### src/rtl/rtc_timekeeper.sv
// Time-of-day core: 24-hour BCD hh:mm:ss with 12/24-hour presentation, alarm,
// and debounced function/up/down keys with auto-repeat on up/down.
module rtc_timekeeper #(
    parameter int CLK_HZ              = 50000000,
    parameter int DEBOUNCE_CYCLES     = 750000,
    parameter int REPEAT_DELAY_CYCLES = 25000000,
    parameter int REPEAT_RATE_CYCLES  = 12500000,
    parameter int ALARM_RING_SEC      = 60
) (
    input  logic        clk,
    input  logic        rst,
    input  logic        key_func_n,
    input  logic        key_up_n,
    input  logic        key_down_n,
    input  logic        mode_12h,
    input  logic        alarm_en,
    output logic [23:0] time_bcd,
    output logic [15:0] alarm_bcd,
    output logic        pm,
    output logic [2:0]  state,
    output logic        sec_pulse,
    output logic        blink,
    output logic        alarm_ring
);

    localparam int PW      = $clog2(CLK_HZ + 1);
    localparam int DBW     = $clog2(DEBOUNCE_CYCLES + 1);
    localparam int REP_MAX = (REPEAT_DELAY_CYCLES > REPEAT_RATE_CYCLES) ?
                             REPEAT_DELAY_CYCLES : REPEAT_RATE_CYCLES;
    localparam int RW      = $clog2(REP_MAX + 1);
    localparam int AW      = $clog2(ALARM_RING_SEC + 1);

    typedef enum logic [2:0] {
        RUN         = 3'd0,
        SET_HR      = 3'd1,
        SET_MIN     = 3'd2,
        SET_ALM_HR  = 3'd3,
        SET_ALM_MIN = 3'd4
    } state_t;

    state_t          st;
    logic [PW-1:0]   presc;
    logic [5:0]      hr;
    logic [6:0]      mn;
    logic [6:0]      sc;
    logic [5:0]      ahr;
    logic [6:0]      amn;
    logic            ring;
    logic [AW-1:0]   ring_cnt;

    // Key bit order: [0] func, [1] up, [2] down
    logic [2:0]      sync1;
    logic [2:0]      sync2;
    logic [2:0]      db_level;
    logic [2:0]      press;
    logic [DBW-1:0]  db_cnt [3];

    // Repeat bit order: [0] up, [1] down
    logic [RW-1:0]   rep_cnt [2];
    logic [1:0]      rep_ph;
    logic [1:0]      held;
    logic [1:0]      rep_fire;
    logic [1:0]      step;
    logic            both_held;

    logic [6:0]      nxt_sc;
    logic [6:0]      nxt_mn;
    logic [5:0]      nxt_hr;
    logic            trig;
    logic            func_press;
    logic            adv;
    logic            consume;
    logic [5:0]      hr_pres;
    logic [5:0]      ahr_pres;

    function automatic logic [5:0] hr_inc(input logic [5:0] h);
        if (h == 6'h23)           return 6'h00;
        else if (h[3:0] == 4'd9)  return {h[5:4] + 2'd1, 4'd0};
        else                      return {h[5:4], h[3:0] + 4'd1};
    endfunction

    function automatic logic [5:0] hr_dec(input logic [5:0] h);
        if (h == 6'h00)           return 6'h23;
        else if (h[3:0] == 4'd0)  return {h[5:4] - 2'd1, 4'd9};
        else                      return {h[5:4], h[3:0] - 4'd1};
    endfunction

    function automatic logic [6:0] min_inc(input logic [6:0] m);
        if (m == 7'h59)           return 7'h00;
        else if (m[3:0] == 4'd9)  return {m[6:4] + 3'd1, 4'd0};
        else                      return {m[6:4], m[3:0] + 4'd1};
    endfunction

    function automatic logic [6:0] min_dec(input logic [6:0] m);
        if (m == 7'h00)           return 7'h59;
        else if (m[3:0] == 4'd0)  return {m[6:4] - 3'd1, 4'd9};
        else                      return {m[6:4], m[3:0] - 4'd1};
    endfunction

    // 24h BCD hour to presented hour; 13..23 map to 01..11 in BCD
    function automatic logic [5:0] to_pres(input logic [5:0] h, input logic m12);
        if (!m12)                 return h;
        else if (h == 6'h00)      return 6'h12;
        else if (h <= 6'h12)      return h;
        else if (h[5:4] == 2'd1)  return {2'd0, h[3:0] - 4'd2};
        else if (h[3:0] < 4'd2)   return {2'd0, h[3:0] + 4'd8};
        else                      return {2'd1, h[3:0] - 4'd2};
    endfunction

    always_ff @(posedge clk or posedge rst) begin
        if (rst) begin
            sync1    <= '1;
            sync2    <= '1;
            db_level <= '1;
            press    <= '0;
            for (int i = 0; i < 3; i++) db_cnt[i] <= '0;
        end else begin
            sync1 <= {key_down_n, key_up_n, key_func_n};
            sync2 <= sync1;
            press <= '0;
            for (int i = 0; i < 3; i++) begin
                if (sync2[i] == db_level[i]) begin
                    db_cnt[i] <= '0;
                end else if (db_cnt[i] == DBW'(DEBOUNCE_CYCLES - 1)) begin
                    db_cnt[i]   <= '0;
                    db_level[i] <= sync2[i];
                    press[i]    <= ~sync2[i];
                end else begin
                    db_cnt[i] <= db_cnt[i] + 1'b1;
                end
            end
        end
    end

    always_comb begin
        held      = {~db_level[2], ~db_level[1]};
        both_held = held[0] & held[1];
        rep_fire  = '0;
        step      = '0;
        for (int i = 0; i < 2; i++) begin
            rep_fire[i] = rep_ph[i] ? (rep_cnt[i] == RW'(REPEAT_RATE_CYCLES - 1))
                                    : (rep_cnt[i] == RW'(REPEAT_DELAY_CYCLES - 1));
            step[i]     = held[i] & ~both_held & (press[i+1] | rep_fire[i]);
        end
    end

    always_ff @(posedge clk or posedge rst) begin
        if (rst) begin
            rep_ph <= '0;
            for (int i = 0; i < 2; i++) rep_cnt[i] <= '0;
        end else begin
            for (int i = 0; i < 2; i++) begin
                if (!held[i] || both_held || press[i+1]) begin
                    rep_cnt[i] <= '0;
                    rep_ph[i]  <= 1'b0;
                end else if (rep_fire[i]) begin
                    rep_cnt[i] <= '0;
                    rep_ph[i]  <= 1'b1;
                end else begin
                    rep_cnt[i] <= rep_cnt[i] + 1'b1;
                end
            end
        end
    end

    always_comb begin
        sec_pulse  = (st == RUN) && (presc == PW'(CLK_HZ - 1));
        nxt_sc     = min_inc(sc);
        nxt_mn     = (sc == 7'h59) ? min_inc(mn) : mn;
        nxt_hr     = (sc == 7'h59 && mn == 7'h59) ? hr_inc(hr) : hr;
        trig       = sec_pulse && alarm_en && (nxt_sc == 7'h00) &&
                     (nxt_mn == amn) && (nxt_hr == ahr);
        func_press = press[0];
        consume    = func_press & ring;
        adv        = func_press & ~ring;
    end

    always_ff @(posedge clk or posedge rst) begin
        if (rst) begin
            st       <= RUN;
            presc    <= '0;
            hr       <= 6'h00;
            mn       <= 7'h00;
            sc       <= 7'h00;
            ahr      <= 6'h07;
            amn      <= 7'h00;
            ring     <= 1'b0;
            ring_cnt <= '0;
        end else begin
            if (sec_pulse) begin
                sc <= nxt_sc;
                mn <= nxt_mn;
                hr <= nxt_hr;
            end

            if (st == RUN && !adv) presc <= sec_pulse ? '0 : presc + 1'b1;
            else                   presc <= '0;

            case (st)
                SET_HR: begin
                    if (step[0])      hr <= hr_inc(hr);
                    else if (step[1]) hr <= hr_dec(hr);
                end
                SET_MIN: begin
                    if (step[0])      mn <= min_inc(mn);
                    else if (step[1]) mn <= min_dec(mn);
                end
                SET_ALM_HR: begin
                    if (step[0])      ahr <= hr_inc(ahr);
                    else if (step[1]) ahr <= hr_dec(ahr);
                end
                SET_ALM_MIN: begin
                    if (step[0])      amn <= min_inc(amn);
                    else if (step[1]) amn <= min_dec(amn);
                end
                default: ;
            endcase

            if (adv) begin
                case (st)
                    RUN:         st <= SET_HR;
                    SET_HR:      st <= SET_MIN;
                    SET_MIN: begin
                        st <= SET_ALM_HR;
                        sc <= 7'h00;
                    end
                    SET_ALM_HR:  st <= SET_ALM_MIN;
                    default:     st <= RUN;
                endcase
            end

            // A func press that lands on the trigger edge wins: no ring
            if (!alarm_en || consume) begin
                ring     <= 1'b0;
                ring_cnt <= '0;
            end else if (trig && !func_press) begin
                ring     <= 1'b1;
                ring_cnt <= '0;
            end else if (ring && sec_pulse) begin
                if (ring_cnt == AW'(ALARM_RING_SEC - 1)) begin
                    ring     <= 1'b0;
                    ring_cnt <= '0;
                end else begin
                    ring_cnt <= ring_cnt + 1'b1;
                end
            end
        end
    end

    always_comb begin
        hr_pres    = to_pres(hr, mode_12h);
        ahr_pres   = to_pres(ahr, mode_12h);
        time_bcd   = {2'b00, hr_pres, 1'b0, mn, 1'b0, sc};
        alarm_bcd  = {2'b00, ahr_pres, 1'b0, amn};
        pm         = (hr >= 6'h12);
        state      = st;
        blink      = (presc < PW'(CLK_HZ / 2));
        alarm_ring = ring;
    end

endmodule

### config.mk
export PLATFORM = sky130hd
export DESIGN_NAME = rtc_timekeeper
export DESIGN_NICKNAME = d
export VERILOG_FILES = /design/src/rtl/rtc_timekeeper.sv
export SDC_FILE = /design/constraint.sdc
export NUM_CORES = 1
export LEC_CHECK = 0
export CORE_MARGIN = 3
export CORE_UTILIZATION = 60
export DETAILED_ROUTE_END_ITERATION = 7
export GPL_TIMING_DRIVEN = 0
export PLACE_DENSITY = 0.79
export SYNTH_ARGS = -nofsm -noshare
export SYNTH_HDL_FRONTEND = slang
export SYNTH_SLANG_ARGS = --single-unit
### constraint.sdc
create_clock -name clk -period 9.5 [get_ports clk]
set_input_delay 0.95 -clock clk [delete_from_list [all_inputs] [get_ports clk]]
set_output_delay 0.95 -clock clk [all_outputs]
set_load 0.02 [all_outputs]
* Word-level counts from Yosys, hierarchy flattened
Cells that the tools add are included.
** Storage, ports and cells
- Flip-flop bits (word level) :: 193
- Output and inout port bits :: 47
- Logic and storage cells :: 234
** Cells by class
- Add/subtract/negate cells :: 29
- $lt $le $gt $ge :: 6
- Equality and inequality tests :: 34
- Multiplexer cells :: 78
- Bitwise operators :: 19
- Reduce and logical (&&, ||, !) cells :: 42
** Operators by type and width (number)
- 6-bit 2-to-1 mux :: 25
- 7-bit 2-to-1 mux :: 20
- 20-bit 2-to-1 mux :: 6
- 25-bit 2-to-1 mux :: 4
- 20-bit by 1-bit adder with 20-bit output, second input constant :: 3
- 20-bit equality test, second input constant :: 3
- 26-bit 2-to-1 mux :: 2
- 25-bit by 1-bit adder with 25-bit output, second input constant :: 2
- 25-bit by 24-bit equality test with 1-bit output, second input constant :: 2
- 25-bit equality test, second input constant :: 2
- 26-bit by 1-bit adder with 26-bit output, second input constant :: 1
- 26-bit equality test, second input constant :: 1
- 26-bit by 25-bit less-than comparator with 1-bit output, second input constant :: 1
- 7-bit equality test, second input constant :: 3
- 7-bit logical NOT :: 3
- 4-bit by 1-bit adder with 4-bit output, second input constant :: 5
- 4-bit equality test, second input constant :: 5
- 5-bit 2-to-1 mux :: 4
- 6-bit equality test, second input constant :: 3
- 4-bit logical NOT :: 4
- 1-bit 2-to-1 mux :: 16
- 4-bit by 1-bit subtractor with 4-bit output, second input constant :: 4
- 6-bit by 5-bit less-or-equal comparator with 1-bit output, second input constant :: 2
- 6-bit logical NOT :: 2
- other kinds (30) :: 85

* Longest topological paths before layout
Gate-level depths: netlist of run 1.
- Depth after elaboration :: 10
- Depth in mapped cells :: 11
- Depth with buffers taken out :: 9

* Worst setup path after synthesis of run 1
OpenSTA, ideal clock, no wires.
- Kind :: input -> output
- Start point :: input mode_12h
- End point :: output alarm_bcd[10]
- Arrival :: 2.037 ns
- Data required time :: 8.550 ns
- Path slack :: 6.513 ns
- Stages :: 4
- Cells stage by stage :: o31a_1 o21ai_0 a211o_1 a21boi_0
** On the way
- Cells in the longest elaborated chain, start to end :: 1
** Ends and longest elaborated chain
- from (decl) :: RTL line 15 : input logic mode_12h,
- 6-bit 2-to-1 mux :: RTL line 102 : if (!m12) return h;
- to (decl) :: RTL line 18 : output logic [15:0] alarm_bcd,
Every way passes these cells.

* Worst setup path after layout of run 1
- Start point :: register presc[0]
- End point :: output sec_pulse
** On the way
- Cells in the longest elaborated chain, start to end :: 2
** Ends and longest elaborated chain
- from (decl) :: RTL line 42 : logic [PW-1:0] presc;
- from (signal assigned) :: RTL line 196 : if (st == RUN && !adv) presc <= sec_pulse ? '0 : presc + 1'b1;
- 26-bit equality test :: RTL line 167 : sec_pulse = (st == RUN) && (presc == PW'(CLK_HZ - 1));
- 1-bit logical AND :: RTL line 167
- to (decl) :: RTL line 21 : output logic sec_pulse,
Every way passes these cells.

==> impl_metrics.tcl, run 1 <==
set metrics [dict create \
    status "finished clean" \
    synth_commonest_cells "nor2_1 (195), dfrtp_1 (181), nand2_1 (117)" \
    synthCells 1307 \
    cp-end-kind "primary output" \
    clkSlewWorstSetupHoldPaths_ns 0.07 \
    worst-path-max-fanout 9 \
    hold_end "sync2[2]" \
    cap_violations 0 \
    cp_data_arrival_time_ns 3.31 \
    fin_ws_ns 5.238 \
    hold_viol_final 0 \
    finalCritPeriodShare_pct 44.87 \
    path_cells "ha_1 -> nand3_1 -> nor4_1 -> nand4_1 -> inv_1 -> clkdlybuf4s50_1" \
    p_sw_share_pct 22.83 \
    slew_violations 0 \
    die-area_um2 21180 \
    yosysWarningCount 0 \
    portBuffers 46 \
    reg2reg_slack_ns 6.05 \
    drt_iter0_drc 964 \
    static-leakage-power_uw 0.005397 \
    syn_avg_cell_area_um2 8.939 \
    synth-async-reset-ratio_pct 100.0 \
    hold_path_startpoint "sync1[2]" \
    switching_power_uw 369.9 \
    hp-class "reg2reg" \
    intPower_uw 1250 \
    synth_edf_count 0 \
    holdPathStages 0 \
    power_frac_seq_pct 51.2 \
    ctsHoldBuffers 0 \
    final_layout_size_suffix_gt1_share_pct 6.394 \
    netlist_top_cells_area "dfrtp_1 (39%), xor2_1 (6.5%), nor2_1 (6.3%), ha_1 (5.0%), nand2_1 (3.8%)" \
    wl_per_cell_um 15.74 \
    area_delta_synth_final_pct 12.53 \
    reg2reg_depth 11 \
    clk_latency_ns 0.43 \
    die_h_um 145.5 \
    ios 54 \
    cpMaxStageDelayCell "clkdlybuf4s50_1" \
    antenna_cells 0 \
    timing.hold.ws_ns 0.3583 \
    worstSetupPathType "reg2out" \
    tightest_slew_ns 0.7357 \
    tritoncts "done" \
    fin_area_um2 13150 \
    routed_wl_mm 26.00 \
    setup_viol 0 \
    grt-ovfl-total 0 \
    htreeDepth 4 \
    synth_most_common_cell "nor2_1" \
    yosysUniqueCellTypes 79 \
    n_fill_cell 1504 \
    cp-start-kind "flip-flop" \
    worstReg2RegStart "mn[1]" \
    clock_skew_ns 0.01526 \
    placed_cell_area_um2 12530 \
    power_density_nw_per_um2 123.2 \
    irDropWorstVdd_mv 0.1288 \
    grt_pass1_wl_mm 44.37 \
    core_area_um2 18890 \
    synth_area_um2 11680 \
    cts_resized 0 \
    initial_core_util_pct 61.84 \
    yosysSeqAreaShare_pct 41.46 \
    ctsRootBufferMaster "clkbuf_16" \
    cts_setup_buffers 0 \
    ant_nets 0 \
    groute.usage.overall_pct 24.65 \
    synth_seq_cells 193 \
    fin_nets 1433 \
    p_comb_share_pct 2.5 \
    clock_path_buffers 2 \
    viasPerCell 5.913 \
    max_freq_mhz 234.6 \
    p_clk_share_pct 46.3 \
    die_w_um 145.5 \
    rsz0062_at_grt "no" \
    pre_cts_slack_ns 5.584 \
    r2r-end "ring_cnt[2]" \
    cts.sinks 193 \
    gp_congestion 0.9758 \
    post-synth-top-area-fraction_pct 38.77 \
    antenna_found_initial 0 \
    layout.cells.non_filler 1652 \
    setup_tns_ns 0 \
    dp_cells 1620 \
    cpPeakStageDelay_ns 0.64 \
    cts_made_buffers 17 \
    first_pass_iters 6 \
    required_ns 8.55 \
    synth-main-ff-cell "dfrtp_1" \
    row_count 50 \
    dp_hpwl_mm 18.22 \
    synth_top_area_cell "dfrtp_1" \
    vias 9769 \
    layout_min_cycle_time_ns 4.262 \
    drc 0 \
    grt_max_degree 133 \
    first_global_vias 9170 \
    maxSlewHeadroom_pct 50.50 \
]
==> sequential cells by signal, indices dropped and copies added, names as in the netlist <==
signal / flops
db_cnt: 60
rep_cnt: 50
sc: 7
rep_ph: 2
mn: 7
sync1: 3
hr: 6
state: 3
ahr: 6
ring_cnt: 6
sync2: 3
presc: 26
alarm_ring: 1
db_level: 3
press: 3
amn: 7
==> worst max-delay path, delay by kind of cell, from the launching register on <==
family	cells	cell delay (ns)
adder cells (fa/ha/maj)	1	0.26
buffers and inverters	2	0.87
flip-flops	1	0.42
AND/OR/NAND/NOR	3	1.34
==> final cells by class <==
class | instances | area [um^2] | area share, %
timing repair buffer | 47 | 488.0 | 3.711
sequential | 193 | 4845 | 36.85
inverter | 42 | 165.2 | 1.256
clock inverter | 13 | 167.7 | 1.275
tap | 260 | 325.3 | 2.474
buffer | 45 | 231.5 | 1.761
multi-input combinational | 1033 | 6472 | 49.23
clock buffer | 19 | 452.9 | 3.445
==> through the flow <==
stage | power [uW] | utilization, %
6_report | 1620 | 69.59
4_1_cts | 1640 | 69.59
2_1_floorplan | 872.7 | -
3_3_place_gp | 885.5 | 66.12
3_5_place_dp | 887.8 | 66.30
5_1_grt | 1676 | 69.59
==> worst max path at each step <==
stage                     slack [ns]  depth (start not counted)             to      from
final                           5.24                          6      sec_pulse  presc[0]
after global routing            5.05                          6      sec_pulse  presc[0]
after CTS                       5.23                          6      sec_pulse  presc[0]
after detailed placement        5.58                          6  alarm_bcd[10]  mode_12h
after global placement          0.80                          2          sc[2]       rst
after floorplan                 3.31                          1         ahr[3]       rst
==> cells in the final DEF, fill, tap and decap left out, types with 34 or more instances in the layout <==
| cell | n |
|---|---|
| xor2_1 | 87 |
| nor3_1 | 34 |
| inv_1 | 41 |
| nand3_1 | 71 |
| xnor2_1 | 42 |
| nand2_1 | 117 |
| clkdlybuf4s50_1 | 46 |
| o21ai_0 | 49 |
| dfrtp_1 | 181 |
| nor2_1 | 195 |
| a21oi_1 | 61 |
| ha_1 | 47 |
==> logic make-up after synthesis <==
family	count (synthesis)	share of synthesized area, %
AND/OR/NAND/NOR	625	27.53
AO/OA/AOI/OAI	209	11.51
flip-flops	193	41.46
XOR/XNOR	129	9.670
buffers and inverters	87	3.330
adder cells (fa/ha/maj)	47	5.033
multiplexers	16	1.424
other	1	0.03210
==> per-layer routing <==
| metal | vias to the layer above | GRT usage [%] | part of all wire (%) |
|---|---|---|---|
| li1 | 4747 | - | - |
| met1 | 4718 | 34.87 | 46 |
| met2 | 262 | 39.54 | 47 |
| met3 | 42 | 4.267 | 5.2 |
| met4 | 0 | 6.885 | 1.7 |
| met5 | - | 0 | 0 |
==> power groups by stage <==
stage / registers (uW) / clock network [uW] / logic (uW)
6_report: 830 / 750 / 40.5
5_1_grt: 831 / 799 / 46.4
4_1_cts: 830 / 767 / 42.2
3_5_place_dp: 846 / 0 / 41.7
3_3_place_gp: 846 / 0 / 39.3
2_1_floorplan: 845 / 0 / 27.5
No activity file was read; power rests on OpenSTA's default activity.
==> run 2: changes to the inputs <==
--- a/config.mk
+++ b/config.mk
@@ -6,10 +6,10 @@
 export NUM_CORES = 1
 export LEC_CHECK = 0
 export CORE_MARGIN = 3
-export CORE_UTILIZATION = 60
+export CORE_UTILIZATION = 56
 export DETAILED_ROUTE_END_ITERATION = 7
 export GPL_TIMING_DRIVEN = 0
-export PLACE_DENSITY = 0.79
+export PLACE_DENSITY = 0.78
 export SYNTH_ARGS = -nofsm -noshare
 export SYNTH_HDL_FRONTEND = slang
 export SYNTH_SLANG_ARGS = --single-unit
==> constraint.sdc (replaced) <==
create_clock -name clk -period 3.8 [get_ports clk]
set_input_delay 0.38 -clock clk [delete_from_list [all_inputs] [get_ports clk]]
set_output_delay 0.38 -clock clk [all_outputs]
set_load 0.02 [all_outputs]
==> impl_metrics.tcl, run 2 (synthesis results as in run 1) <==
set metrics [dict create \
    core_area_um2 20360 \
    layout_min_cycle_time_ns 3.621 \
    grtUsageMet3_pct 3.402 \
    largest_register_ffs 60 \
    fin_nets 1437 \
    dp_hpwl_mm 18.89 \
    setup_viol 0 \
    path_buf_inv 2 \
    final_cell_mix "nor2_1 (195), dfrtp_1 (181), nand2_1 (117)" \
    drt_iter0_drc 664 \
    worstSetupPathType "reg2out" \
    grt_max_degree 44 \
    path_cells "clkbuf_1 -> or3_1 -> a21oi_1 -> a31oi_1 -> nand2_1 -> nor3_1 -> a21oi_1 -> a31oi_1 -> clkdlybuf4s50_1" \
    routed_wl_mm 26.69 \
    reg2reg_depth 11 \
    antenna_cells 0 \
    finalCritPeriodShare_pct 95.30 \
    final_common_cell "nor2_1" \
    slew_violations 0 \
    ios 54 \
    cp-endpoint "time_bcd[18]" \
    timing.hold.ws_ns 0.3397 \
    cp-start-kind "flip-flop" \
    r2r-end "ring_cnt[2]" \
    power_density_nw_per_um2 299.2 \
    required_ns 3.42 \
    max_freq_mhz 276.1 \
    top_usage_layer "met2" \
    vias 9870 \
    met2_usage_pct 39.69 \
    ant_nets 0 \
    cpMaxStageDelayCell "clkdlybuf4s50_1" \
    ctsRootBufferMaster "clkbuf_16" \
    path_depth 9 \
    worst-path-max-fanout 10 \
    cpPeakStageDelay_ns 0.65 \
    rsz0062_at_grt "no" \
    cts_made_buffers 17 \
    clk_latency_ns 0.44 \
    cp_data_arrival_time_ns 3.24 \
    clock_skew_ns 0.01197 \
    setup_tns_ns 0 \
    row_count 52 \
    worstReg2RegStart "mn[1]" \
    maxSlewHeadroom_pct 46.61 \
    viasPerCell 5.924 \
    regMostFlops "db_cnt" \
    die_h_um 150.4 \
    cts_setup_buffers 0 \
    critPathTopFamily "buffers and inverters" \
    tightest_slew_ns 0.7935 \
    cap_violations 0 \
    crit_path_start "hr[2]" \
    portBuffers 46 \
    clkSlewWorstSetupHoldPaths_ns 0.08 \
    ctsHoldBuffers 0 \
    die_w_um 150.4 \
    htreeDepth 4 \
    groute.usage.overall_pct 24.31 \
    final_layout_size_suffix_gt1_share_pct 6.662 \
    drc 0 \
    hold_viol_final 0 \
    status "finished clean" \
    irDropWorstVdd_mv 0.2543 \
    reg2reg_slack_ns 0.38 \
    tritoncts "done" \
    grt_pass1_wl_mm 45.07 \
    gp_congestion 0.9567 \
    grt-ovfl-total 0 \
    die-area_um2 22630 \
    initial_core_util_pct 57.37 \
    cts.sinks 193 \
    first_pass_iters 5 \
    cp-end-kind "primary output" \
    clock_path_buffers 2 \
    wl_per_cell_um 16.02 \
    static-leakage-power_uw 0.005396 \
    reg_top3 "db_cnt (60), rep_cnt (50), presc (26)" \
    area_delta_synth_final_pct 12.87 \
    hp-class "in2async" \
    first_global_vias 9412 \
    antenna_found_initial 0 \
    met1_usage_pct 33.43 \
]
==> run 2: changes by cell type in the layout (fill, tap and decap cells not counted), moves of 2 or more <==
cell	previous run	this run
buf_12	0	5
bufinv_16	2	0
clkbuf_8	2	0
clkinvlp_4	1	3
==> run 2: how the worst min path moves through the flow <==
stage | to | slack, ns | depth (start not counted)
6_report | presc[1] | 0.34 | 2
3_3_place_gp | sync2[1] | 0.35 | 0
2_1_floorplan | sync2[0] | 0.35 | 0
3_5_place_dp | sync2[0] | 0.35 | 0
5_1_grt | sync1[1] | 0.33 | 1
4_1_cts | sync1[0] | 0.33 | 1
==> run 2: timing repair <==
| action | in CTS | in global routing |
|---|---|---|
| endpoints found under the hold margin | 0 | 0 |
| gates resized for setup | 0 | 1 |
| setup endpoints to repair | 0 | 1 |
==> run 2: power by group <==
| group | internal, uW | switching [uW] |
|---|---|---|
| Sequential | 2070 | 8.89 |
| Combinational | 35.9 | 73.9 |
| Clock | 876 | 885 |
| Total | 2980 | 968 |
==> run 2: per-stage QoR <==
| step | utilization, % | std cells | worst slack [ns] | area, um^2 | total power (uW) |
|---|---|---|---|---|---|
| 4_1_cts | 64.73 | 1666 | 0.1556 | 13180 | 3989 |
| 5_1_grt | 64.76 | 1666 | 0.01660 | 13190 | 4079 |
| 3_3_place_gp | 61.42 | 1629 | -0.6058 | 12510 | 2215 |
| 3_5_place_dp | 61.91 | 1634 | 0.4408 | 12610 | 2229 |
| 2_1_floorplan | - | 1313 | 0.9367 | 11710 | 2182 |
| 6_report | 64.76 | 1666 | 0.1787 | 13190 | 3945 |
==> run 2: final cells by class <==
cell class | instances | area, um^2
Clock inverter | 14 | 143.9
Multi-Input combinational cell | 1033 | 6479
Buffer | 45 | 231.5
Timing Repair Buffer | 51 | 560.5
Sequential cell | 193 | 4845
Fill cell | 1637 | 7177
Tap cell | 270 | 337.8
Clock buffer | 18 | 429.2
Inverter | 42 | 161.4
==> run 2: worst register-to-register path, stage by stage, from the launching register on <==
cell and delay [ns]:
dfrtp_1 0.45, inv_1 0.15, ha_1 0.28, and3b_1 0.18, clkbuf_1 0.38, and4_1 0.24
buf_2 0.22, mux2_2 0.38, a211oi_1 0.24, o2111ai_1 0.27, nor4_4 0.38, nor3_1 0.12
==> run 2: layer usage <==
| metal | share of wire, % | vias to the layer above | wire [um] |
|---|---|---|---|
| met5 | 0 | - | 0 |
| met4 | 2.3 | 0 | 615 |
| met3 | 4.9 | 55 | 1312 |
| met2 | 48 | 291 | 12720 |
| met1 | 45 | 4771 | 12040 |
| li1 | - | 4753 | - |
==> run 3: changes to the inputs <==
==> constraint.sdc (replaced) <==
create_clock -name clk -period 3.8 [get_ports clk]
set_input_delay 0.76 -clock clk [delete_from_list [all_inputs] [get_ports clk]]
set_output_delay 0.76 -clock clk [all_outputs]
set_load 0.02 [all_outputs]
==> impl_metrics.tcl, run 3 (synthesis results as in run 1) <==
set metrics [dict create \
    status "finished clean" \
    wl_per_cell_um 16.00 \
    die-area_um2 22630 \
    power_density_nw_per_um2 299.0 \
    hold_viol_final 0 \
    rsz0062_at_grt "no" \
    fin_nets 1438 \
    die_w_um 150.4 \
    grtUsageMet3_pct 3.402 \
    slew_violations 0 \
    tightest_slew_ns 0.7591 \
    final_common_cell "nor2_1" \
    area_delta_synth_final_pct 13.10 \
    cts.sinks 193 \
    static-leakage-power_uw 0.005429 \
    dp_cells 1634 \
    ctsRootBufferMaster "clkbuf_16" \
    first_pass_iters 5 \
    tritoncts "done" \
    clock_skew_ns 0.01266 \
    worst-path-max-fanout 10 \
    multi_input_area_um2 6490 \
    portBuffers 46 \
    clk_latency_ns 0.45 \
    cap_violations 0 \
    vias 9886 \
    grt-ovfl-total 0 \
    gp_congestion 0.9567 \
    grt_pass1_wl_mm 45.06 \
    htreeDepth 4 \
    finalCritPeriodShare_pct 96.64 \
    p_total_uw 3950 \
    layout_min_cycle_time_ns 3.672 \
    setup_viol 0 \
    ant_nets 0 \
    maxSlewHeadroom_pct 48.93 \
    max_freq_mhz 272.3 \
    final_cell_mix "nor2_1 (195), dfrtp_1 (180), nand2_1 (116)" \
    groute.usage.overall_pct 24.30 \
    clkSlewWorstSetupHoldPaths_ns 0.08 \
    ff_latch_area_um2 4846 \
    first_global_vias 9397 \
    antenna_found_initial 0 \
    routed_wl_mm 26.67 \
    irDropWorstVdd_mv 0.2542 \
    worstSetupPathType "reg2out" \
    drc 0 \
    cp_data_arrival_time_ns 2.91 \
    cts_made_buffers 17 \
    met1_usage_pct 33.39 \
    n_fill_cell 1630 \
    core_area_um2 20360 \
    final_layout_size_suffix_gt1_share_pct 7.158 \
    layout.cells.non_filler 1667 \
    antenna_cells 0 \
    reg_top3 "db_cnt (60), rep_cnt (50), presc (26)" \
    required_ns 3.04 \
    largest_register_ffs 60 \
    row_count 52 \
    met2_usage_pct 39.76 \
    hp-class "reg2reg" \
    regMostFlops "db_cnt" \
    initial_core_util_pct 57.37 \
    top_usage_layer "met2" \
    viasPerCell 5.930 \
    cp-start-kind "flip-flop" \
    clock_path_buffers 2 \
    cp-end-kind "primary output" \
    ios 54 \
    drt_iter0_drc 693 \
    grt_max_degree 44 \
    dp_hpwl_mm 18.89 \
    die_h_um 150.4 \
]
[run 3: cell types whose count changed in the layout (fill, tap and decap cells not counted), sizes merged]
cell / change
buf: +2
clkbuf: -1
clkdlybuf4s50: -2
dlygate4sd2: +1
dlymetal6s2s: +1
[run 3: layer usage]
layer  wire (um)  vias to the layer above
li1            -                     4756
met1       12000                     4765
met2       12760                      314
met3        1327                       51
met4         578                        0
met5           0                        -
[run 3: critical path: stages (launching register included)]
cell and delay, ns:
dfrtp_1 0.43, clkbuf_2 0.22, or3_1 0.45, a21oi_1 0.17, a31oi_1 0.10, nand3_1 0.12
nand2_1 0.06, a22oi_1 0.26, clkdlybuf4s50_1 0.65
[run 3: stage by stage]
step	utilization [%]	hold WS, ns	setup TNS (ns)	setup slack (ns)	cell area, um^2
6_report	64.89	0.3580	0	0.1276	13210
4_1_cts	64.74	0.3577	0	0.02097	13180
3_3_place_gp	61.42	0.3464	-176.01	-0.9858	12510
2_1_floorplan	-	0.3452	0	0.5594	11710
5_1_grt	64.89	0.3611	0	0.02079	13210
3_5_place_dp	61.91	0.3468	0	0.2440	12610
[run 3: worst paths after layout]
check	startpoint	endpoint	slack (ns)	cells after the start
min	sync1[0]	sync2[0]	0.36	0
max	hr[2]	time_bcd[19]	0.13	8
max reg2reg	mn[1]	ring_cnt[2]	0.39	11
min in group asynchronous	rst	presc[1]	0.72	2
min reg2reg	sync1[0]	sync2[0]	0.36	0
max in group asynchronous	rst	db_level[2]	2.19	4
[run 3: power breakdown]
group	internal (uW)	switching, uW
Combinational	35.9	74.2
Clock	876	890
Sequential	2070	8.89
Total	2980	973
[run 3: area by class of cell]
| cell class | count | area share (%) |
|---|---|---|
| flip-flops and latches | 193 | 36.67 |
| inverters | 42 | 1.221 |
| well taps | 270 | 2.557 |
| clock buffers | 18 | 3.248 |
| multi-input cells | 1033 | 49.11 |
| plain buffers | 44 | 1.733 |
| repair buffers | 53 | 4.365 |
| clock inverters | 14 | 1.089 |
[run 3: repair_timing]
item | 4_1_cts | 5_1_grt
hold buffers | 0 | 0
setup endpoints to repair | 3 | 7
gates resized for setup | 3 | 6
gates cloned | 0 | 0
setup buffers | 0 | 2
pin swaps | 1 | 1
